**config.mk**
```make
export PLATFORM = sky130hd
export DESIGN_NAME = toggle_power_meter_flat
export DESIGN_NICKNAME = d
export VERILOG_FILES = /design/src/rtl/power_meter_pkg.sv /design/src/rtl/toggle_power_meter_if.sv /design/src/rtl/sync_edge_detect.sv /design/src/rtl/toggle_power_meter.sv /design/src/flat_wrapper.sv
export SDC_FILE = /design/constraint.sdc
export NUM_CORES = 1
export LEC_CHECK = 0
export CAP_MARGIN = 20
export CORE_UTILIZATION = 61
export DETAILED_ROUTE_END_ITERATION = 10
export GPL_TIMING_DRIVEN = 0
export PLACE_DENSITY_LB_ADDON = 0.05
export SLEW_MARGIN = 5
export SYNTH_ARGS = -nofsm -noshare
export SYNTH_HDL_FRONTEND = slang
export SYNTH_SLANG_ARGS = --single-unit
```
**constraint.sdc**
```tcl
create_clock -name clk -period 3.12 [get_ports clk]
set_clock_uncertainty 0.1 [all_clocks]
set_input_delay 0.468 -clock clk [delete_from_list [all_inputs] [get_ports clk]]
set_output_delay 0.468 -clock clk [all_outputs]
set_load 0.01 [all_outputs]
```
**src/rtl/power_meter_pkg.sv**
```systemverilog
// Shared types and default parameter values for the toggle power meter.
package power_meter_pkg;

  typedef enum logic [1:0] {
    StIdle,
    StMeasure,
    StReport
  } state_e;

  localparam int unsigned DefWindow     = 256;
  localparam int unsigned DefCntW       = 16;
  localparam int unsigned DefAccW       = 24;
  localparam int unsigned DefEPerToggle = 5;

  // Cycles after reset release before a measurement may start.
  localparam int unsigned WarmupCycles  = 3;

endpackage

```
**src/rtl/toggle_power_meter_if.sv**
```systemverilog
// Control and report bundle between the power meter and its consumer.
interface toggle_power_meter_if
  import power_meter_pkg::*;
#(
  parameter int unsigned CNT_W = DefCntW,
  parameter int unsigned ACC_W = DefAccW
) ();

  logic             enable;
  logic             nota_in;
  logic             rpt_valid;
  logic             rpt_ready;
  logic [CNT_W-1:0] rpt_toggles;
  logic [ACC_W-1:0] rpt_energy;
  logic             rpt_overflow;
  logic             busy;

  // Consumer / stimulus side.
  modport master (
    output enable, nota_in, rpt_ready,
    input  rpt_valid, rpt_toggles, rpt_energy, rpt_overflow, busy
  );

  // Meter side.
  modport slave (
    input  enable, nota_in, rpt_ready,
    output rpt_valid, rpt_toggles, rpt_energy, rpt_overflow, busy
  );

endinterface

```
**src/rtl/sync_edge_detect.sv**
```systemverilog
// Two-flop synchronizer followed by a registered any-edge detector.
// A level change sampled at edge k shows up as a one-cycle pulse after edge k+2.
module sync_edge_detect (
  input  logic clk,
  input  logic reset_L,
  input  logic d_async,
  output logic toggle
);

  logic sync1_q, sync2_q, prev_q, toggle_q;

  // Synchronize, remember previous level, and register the difference.
  always_ff @(posedge clk) begin
    if (!reset_L) begin
      sync1_q  <= 1'b0;
      sync2_q  <= 1'b0;
      prev_q   <= 1'b0;
      toggle_q <= 1'b0;
    end else begin
      sync1_q  <= d_async;
      sync2_q  <= sync1_q;
      prev_q   <= sync2_q;
      toggle_q <= sync2_q ^ prev_q;
    end
  end

  assign toggle = toggle_q;

endmodule

```
**src/rtl/toggle_power_meter.sv**
```systemverilog
// Windowed toggle counter and switching-energy estimator for an observed
// inverter output, reporting each window through a valid/ready handshake.
module toggle_power_meter
  import power_meter_pkg::*;
#(
  parameter int unsigned WINDOW       = DefWindow,
  parameter int unsigned CNT_W        = DefCntW,
  parameter int unsigned ACC_W        = DefAccW,
  parameter int unsigned E_PER_TOGGLE = DefEPerToggle
) (
  input  logic clk,
  input  logic reset_L,
  toggle_power_meter_if.slave bus
);

  localparam int unsigned   WinW     = (WINDOW > 2) ? $clog2(WINDOW) : 1;
  localparam logic [WinW-1:0] WinLast = WinW'(WINDOW - 1);
  localparam logic [ACC_W:0]  EInc    = (ACC_W + 1)'(E_PER_TOGGLE);
  localparam logic [1:0]      WarmDone = 2'(WarmupCycles);

  state_e           state_q, state_d;
  logic [1:0]       warm_q, warm_d;
  logic [WinW-1:0]  win_q, win_d;
  logic [CNT_W-1:0] tog_q, tog_d;
  logic [ACC_W-1:0] nrg_q, nrg_d;
  logic             ovf_q, ovf_d;
  logic [CNT_W-1:0] rpt_tog_q, rpt_tog_d;
  logic [ACC_W-1:0] rpt_nrg_q, rpt_nrg_d;
  logic             rpt_ovf_q, rpt_ovf_d;

  logic             toggle;
  logic [CNT_W:0]   tog_sum;
  logic [ACC_W:0]   nrg_sum;
  logic [CNT_W-1:0] tog_next;
  logic [ACC_W-1:0] nrg_next;
  logic             ovf_next;
  logic             start_win;
  logic             warm_done;

  // Edge detection runs in every state so entering MEASURE sees no stale edge.
  sync_edge_detect u_sync_edge_detect (
    .clk     (clk),
    .reset_L (reset_L),
    .d_async (bus.nota_in),
    .toggle  (toggle)
  );

  // Saturating accumulation of this cycle's toggle.
  always_comb begin
    tog_sum  = {1'b0, tog_q} + {{CNT_W{1'b0}}, 1'b1};
    nrg_sum  = {1'b0, nrg_q} + EInc;
    tog_next = tog_q;
    nrg_next = nrg_q;
    ovf_next = ovf_q;
    if (toggle) begin
      tog_next = tog_sum[CNT_W] ? '1 : tog_sum[CNT_W-1:0];
      nrg_next = nrg_sum[ACC_W] ? '1 : nrg_sum[ACC_W-1:0];
      ovf_next = ovf_q | tog_sum[CNT_W] | nrg_sum[ACC_W];
    end
  end

  assign warm_done = (warm_q == WarmDone);

  // Next-state logic for the measure/report sequencer.
  always_comb begin
    state_d   = state_q;
    warm_d    = warm_done ? warm_q : warm_q + 2'd1;
    win_d     = win_q;
    tog_d     = tog_q;
    nrg_d     = nrg_q;
    ovf_d     = ovf_q;
    rpt_tog_d = rpt_tog_q;
    rpt_nrg_d = rpt_nrg_q;
    rpt_ovf_d = rpt_ovf_q;
    start_win = 1'b0;

    unique case (state_q)
      StIdle: begin
        if (bus.enable && warm_done) begin
          state_d   = StMeasure;
          start_win = 1'b1;
        end
      end
      StMeasure: begin
        if (!bus.enable) begin
          state_d = StIdle;
        end else begin
          tog_d = tog_next;
          nrg_d = nrg_next;
          ovf_d = ovf_next;
          if (win_q == WinLast) begin
            rpt_tog_d = tog_next;
            rpt_nrg_d = nrg_next;
            rpt_ovf_d = ovf_next;
            state_d   = StReport;
          end else begin
            win_d = win_q + 1'b1;
          end
        end
      end
      StReport: begin
        if (bus.rpt_ready) begin
          if (bus.enable) begin
            state_d   = StMeasure;
            start_win = 1'b1;
          end else begin
            state_d = StIdle;
          end
        end
      end
      default: state_d = StIdle;
    endcase

    if (start_win) begin
      win_d = '0;
      tog_d = '0;
      nrg_d = '0;
      ovf_d = 1'b0;
    end
  end

  // State and datapath registers; reset wins over everything.
  always_ff @(posedge clk) begin
    if (!reset_L) begin
      state_q   <= StIdle;
      warm_q    <= 2'd0;
      win_q     <= '0;
      tog_q     <= '0;
      nrg_q     <= '0;
      ovf_q     <= 1'b0;
      rpt_tog_q <= '0;
      rpt_nrg_q <= '0;
      rpt_ovf_q <= 1'b0;
    end else begin
      state_q   <= state_d;
      warm_q    <= warm_d;
      win_q     <= win_d;
      tog_q     <= tog_d;
      nrg_q     <= nrg_d;
      ovf_q     <= ovf_d;
      rpt_tog_q <= rpt_tog_d;
      rpt_nrg_q <= rpt_nrg_d;
      rpt_ovf_q <= rpt_ovf_d;
    end
  end

  assign bus.rpt_valid    = (state_q == StReport);
  assign bus.busy         = (state_q != StIdle);
  assign bus.rpt_toggles  = rpt_tog_q;
  assign bus.rpt_energy   = rpt_nrg_q;
  assign bus.rpt_overflow = rpt_ovf_q;

endmodule
```
**src/flat_wrapper.sv**
```systemverilog
// flat-port wrapper written by rule: the top's interface ports become plain ports
module toggle_power_meter_flat import power_meter_pkg::*;
#(
  parameter int unsigned WINDOW       = DefWindow,
  parameter int unsigned CNT_W        = DefCntW,
  parameter int unsigned ACC_W        = DefAccW,
  parameter int unsigned E_PER_TOGGLE = DefEPerToggle
)
  (clk, reset_L, bus_enable, bus_nota_in, bus_rpt_ready, bus_rpt_valid, bus_rpt_toggles, bus_rpt_energy, bus_rpt_overflow, bus_busy);
  toggle_power_meter_if #(.CNT_W(CNT_W), .ACC_W(ACC_W)) bus_i ();
  input  logic clk;
  input  logic reset_L;
  input wire logic [$bits(bus_i.enable)-1:0] bus_enable;
  input wire logic [$bits(bus_i.nota_in)-1:0] bus_nota_in;
  input wire logic [$bits(bus_i.rpt_ready)-1:0] bus_rpt_ready;
  output wire logic [$bits(bus_i.rpt_valid)-1:0] bus_rpt_valid;
  output wire logic [$bits(bus_i.rpt_toggles)-1:0] bus_rpt_toggles;
  output wire logic [$bits(bus_i.rpt_energy)-1:0] bus_rpt_energy;
  output wire logic [$bits(bus_i.rpt_overflow)-1:0] bus_rpt_overflow;
  output wire logic [$bits(bus_i.busy)-1:0] bus_busy;
  assign bus_i.enable = bus_enable;
  assign bus_i.nota_in = bus_nota_in;
  assign bus_i.rpt_ready = bus_rpt_ready;
  assign bus_rpt_valid = bus_i.rpt_valid;
  assign bus_rpt_toggles = bus_i.rpt_toggles;
  assign bus_rpt_energy = bus_i.rpt_energy;
  assign bus_rpt_overflow = bus_i.rpt_overflow;
  assign bus_busy = bus_i.busy;
  toggle_power_meter #(.WINDOW(WINDOW), .CNT_W(CNT_W), .ACC_W(ACC_W), .E_PER_TOGGLE(E_PER_TOGGLE)) u_core (.clk(clk), .reset_L(reset_L), .bus(bus_i));
endmodule
```
==> results of run 1 <==
-- power by group through the flow --
stage                     Clock (mW)  Sequential (mW)  Combinational, mW
after floorplan                    0             1.30             0.0595
after global placement             0             1.30             0.0928
after detailed placement           0             1.30             0.0959
after CTS                      0.742             1.27             0.0961
after global routing           0.790             1.27              0.106
final                          0.741             1.27             0.0975
-- cell type report --
| cell class | count | area, µm² |
|---|---|---|
| Fill cell | 556 | 1920 |
| Buffer | 34 | 163 |
| Clock buffer | 11 | 141 |
| Multi-Input combinational cell | 396 | 2460 |
| Inverter | 6 | 22.5 |
| Clock inverter | 4 | 28.8 |
| Tap cell | 99 | 124 |
| Sequential cell | 98 | 1960 |
| Timing Repair Buffer | 47 | 470 |
-- synthesized netlist by cell type, types with 11 or more instances --
cell type  instances
xor2_1            11
and4_1            16
clkbuf_1          17
a31oi_1           15
nand2_1           23
o21ai_0           42
a311oi_1          13
nor2_1            52
and3_1            19
xnor2_1           27
dfxtp_1           98
nand3_1           20
nor3_1            22
a21oi_1           45
-- worst register-to-register path, cell delays in order, from the launching register on --
cell and delay (ns):
dfxtp_1 0.35, nand3b_1 0.42, nor3_2 0.65, clkbuf_1 0.59, o21ai_0 0.18, a21oi_1 0.15
-- through the flow --
stage               utilization [%]  power (mW)  area, µm²  cells
floorplan                         -        1.35       4600    534
global placement               71.3        1.39       5200    680
detailed placement             71.3        1.39       5200    680
CTS                            73.6        2.11       5370    695
global route                   73.6        2.16       5370    695
finish                         73.6        2.11       5370    695
-- how the worst min path moves through the flow --
| stage | startpoint | to | cells past startpoint |
|---|---|---|---|
| floorplan | u_core.u_sync_edge_detect.sync1_q | u_core.u_sync_edge_detect.sync2_q | 1 |
| global placement | u_core.u_sync_edge_detect.sync1_q | u_core.u_sync_edge_detect.sync2_q | 1 |
| detailed placement | u_core.u_sync_edge_detect.sync1_q | u_core.u_sync_edge_detect.sync2_q | 1 |
| CTS | u_core.u_sync_edge_detect.sync1_q | u_core.u_sync_edge_detect.sync2_q | 1 |
| global route | u_core.u_sync_edge_detect.sync1_q | u_core.u_sync_edge_detect.sync2_q | 1 |
| finish | u_core.u_sync_edge_detect.sync1_q | u_core.u_sync_edge_detect.sync2_q | 1 |
-- state kept, by name (all words and copies together), names as in the netlist, 2 cells and up --
register                flops
u_core.bus.rpt_energy      24
u_core.bus.rpt_toggles     16
u_core.nrg_q               24
u_core.state_q              2
u_core.tog_q               16
u_core.warm_q               2
u_core.win_q                8
-- layer usage --
layer | track usage (%) | vias up
met5 | 0 | -
li1 | - | 2069
met2 | 53.8 | 229
met3 | 3.92 | 17
met4 | 11.7 | 0
met1 | 45.2 | 2079
-- logic make-up (layout without fill, tap and decap cells) --
kind of cell / count (synthesis) / after routing / synth area share, %
mux: 5 / 5 / 1.09
simple gates: 200 / 200 / 23.7
compound gates: 149 / 149 / 20.3
buf+inv: 40 / 102 / 4.02
flops: 98 / 98 / 42.6
fa+ha+maj: 4 / 4 / 1.09
xor+xnor: 38 / 38 / 7.23
-- placed cells by master (no fill, tap or decap), types with 7 or more instances in the layout --
cell type / instances
clkdlybuf4s50_1: 47
clkbuf_1: 18
and2_1: 9
dfxtp_1: 98
and4_1: 16
nor3_1: 22
nand3_1: 20
a211oi_1: 9
a21oi_1: 45
xor2_1: 11
xnor2_1: 27
clkbuf_8: 10
a311oi_1: 13
buf_2: 9
nor4_1: 7
and3_1: 19
a31oi_1: 15
nand2_1: 23
nor2_1: 52
o21ai_0: 42
==> flow_metrics.py, run 1 <==
metrics = {
    "outcome": {
        "status": "finished, final reports clean",
    },
    "worst_setup_path": {
        "crit_family": "buffers and inverters",
        "endpoint_kind": "register",
        "rr_endpoint": "u_core.bus.rpt_energy[15]",
        "critical_path_buf_inv_count": 2,
        "r2r_slack_ns": 0.62,
        "rr_worst_depth": 5,
        "cp.depth": 6,
        "cp.arrival_ns": 2.88,
        "r2r_start": "u_core.state_q[1]",
        "endpoint": "u_core.bus.rpt_energy[15]",
        "crit_path_cell_trace": "clkdlybuf4s50_1 -> nand3b_1 -> nor3_2 -> clkbuf_1 -> o21ai_0 -> a21oi_1",
        "critPathLaunch": "bus_enable",
        "cp.required_ns": 3.32,
        "crit_slowest_cell": "nor3_2",
        "critPathKind": "in2reg",
        "start_kind": "input pin",
        "critPathMaxStageDelay_ns": 0.65,
        "cp_max_fo": 10,
    },
    "timing": {
        "slew_violations": 0,
        "worst_slew_pin_slew_ns": 0.830,
        "hold_slack_ns": 0.345,
        "fin_crit_ns": 2.68,
        "setup_tns_ns": 0,
        "relSlewSlack_pct": 44.5,
        "finalHoldViolCount": 0,
        "period_share_pct": 85.8,
        "finalWorstSetupSlack_ns": 0.442,
        "finalSetupViolCount": 0,
        "rsz0062_at_grt": "no",
        "fmaxAchievable_mhz": 373,
    },
    "cts": {
        "holdBufCountCts": 0,
        "cts_tree": "yes",
        "cts_buffers": 9,
        "path_clk_slew_ns": 0.09,
        "clockRootBuffer": "clkbuf_8",
        "cts.sinks": 98,
        "htreeDepth": 3,
        "postCtsSetupRepairBufs": 0,
        "cts_resized": 0,
        "cts_max_path_buffers": 2,
        "clk_latency_ns": 0.36,
    },
    "grt": {
        "grt_first_pass_wirelength_um": 19500,
        "overflow": 0,
        "grt_pass1_vias": 3839,
        "track_usage_pct": 33.0,
        "antenna_found_initial": 0,
        "grt_max_degree": 16,
    },
    "detailed_routing": {
        "first_pass_iters": 5,
        "ant_nets": 0,
        "routedWlPerCell_um": 18.1,
        "drc": 0,
        "vias_per_cell": 6.32,
        "drtIter0Drc": 452,
        "route.met2.wl_um": 5860,
        "highest_layer": "met4",
        "drt-met1-wl_um": 5520,
        "route.met3.wl_um": 1000,
        "vias": 4394,
        "wl_um": 12600,
    },
    "pwr": {
        "seqPwrFrac_pct": 60.2,
        "pwr-share-clk_pct": 35.2,
        "ir_drop_v": 0.000267,
        "p_int_mw": 1.60,
        "power.switching_uw": 507,
        "p_leak_nw": 1.82,
        "share_comb_of_total_power_pct": 4.6,
        "p_sw_share_pct": 24.1,
        "cellPowerDensity_mw_per_mm2": 392,
    },
    "synth": {
        "synthArstFlopShare_pct": 0,
        "synth_cell_types": 63,
        "synth_top_area_share_pct": 42.6,
        "yosys_warnings": 0,
        "syn_inst": 534,
        "synth_flop_cell": "dfxtp_1",
        "ys_ff_latch": 98,
        "avgSynthCellArea_um2": 8.62,
        "synth_area_leaders": "dfxtp_1 43%, xnor2_1 5.1%, a21oi_1 4.9%, o21ai_0 4.6%, nor2_1 4.2%",
        "syn_nets": 543,
        "netlist_area_mm2": 0.00460,
        "synth.yosys.seq_area_share_pct": 42.6,
        "yosysTopAreaCell": "dfxtp_1",
        "synth_edf_count": 0,
    },
    "floorplanning": {
        "start_util_pct": 63.1,
        "pin_count": 48,
        "die_area_mm2": 0.00790,
        "num_rows": 31,
        "fp.dieW_um": 88.9,
        "die_height_um": 88.9,
        "core-area_mm2": 0.00729,
    },
    "layout": {
        "nets": 601,
        "antenna_cells": 0,
        "drive_gt1_share_pct": 7.72,
        "syn_to_final_growth_pct": 16.6,
    },
    "placed_design": {
        "port-buffer-count": 47,
        "dpl.hpwl_um": 8700,
        "globalplace.congestion": 0.922,
        "preCtsSetupSlack_ns": 0.138,
    },
    "job": {
        "cap_violations": 0,
    },
    "hold_path": {
        "hold_class": "reg2reg",
    },
}
(Power assumes the default switching activity.)
==> inputs of run 2 (changes only) <==
--- a/config.mk
+++ b/config.mk
@@ -7,6 +7,7 @@
 export LEC_CHECK = 0
 export CAP_MARGIN = 20
 export CORE_UTILIZATION = 61
+export CTS_CLUSTER_DIAMETER = 60
 export DETAILED_ROUTE_END_ITERATION = 10
 export GPL_TIMING_DRIVEN = 0
 export PLACE_DENSITY_LB_ADDON = 0.05
==> results of run 2 <==
Same layout as run 1: the final DEF is identical, and so are final timing and power.
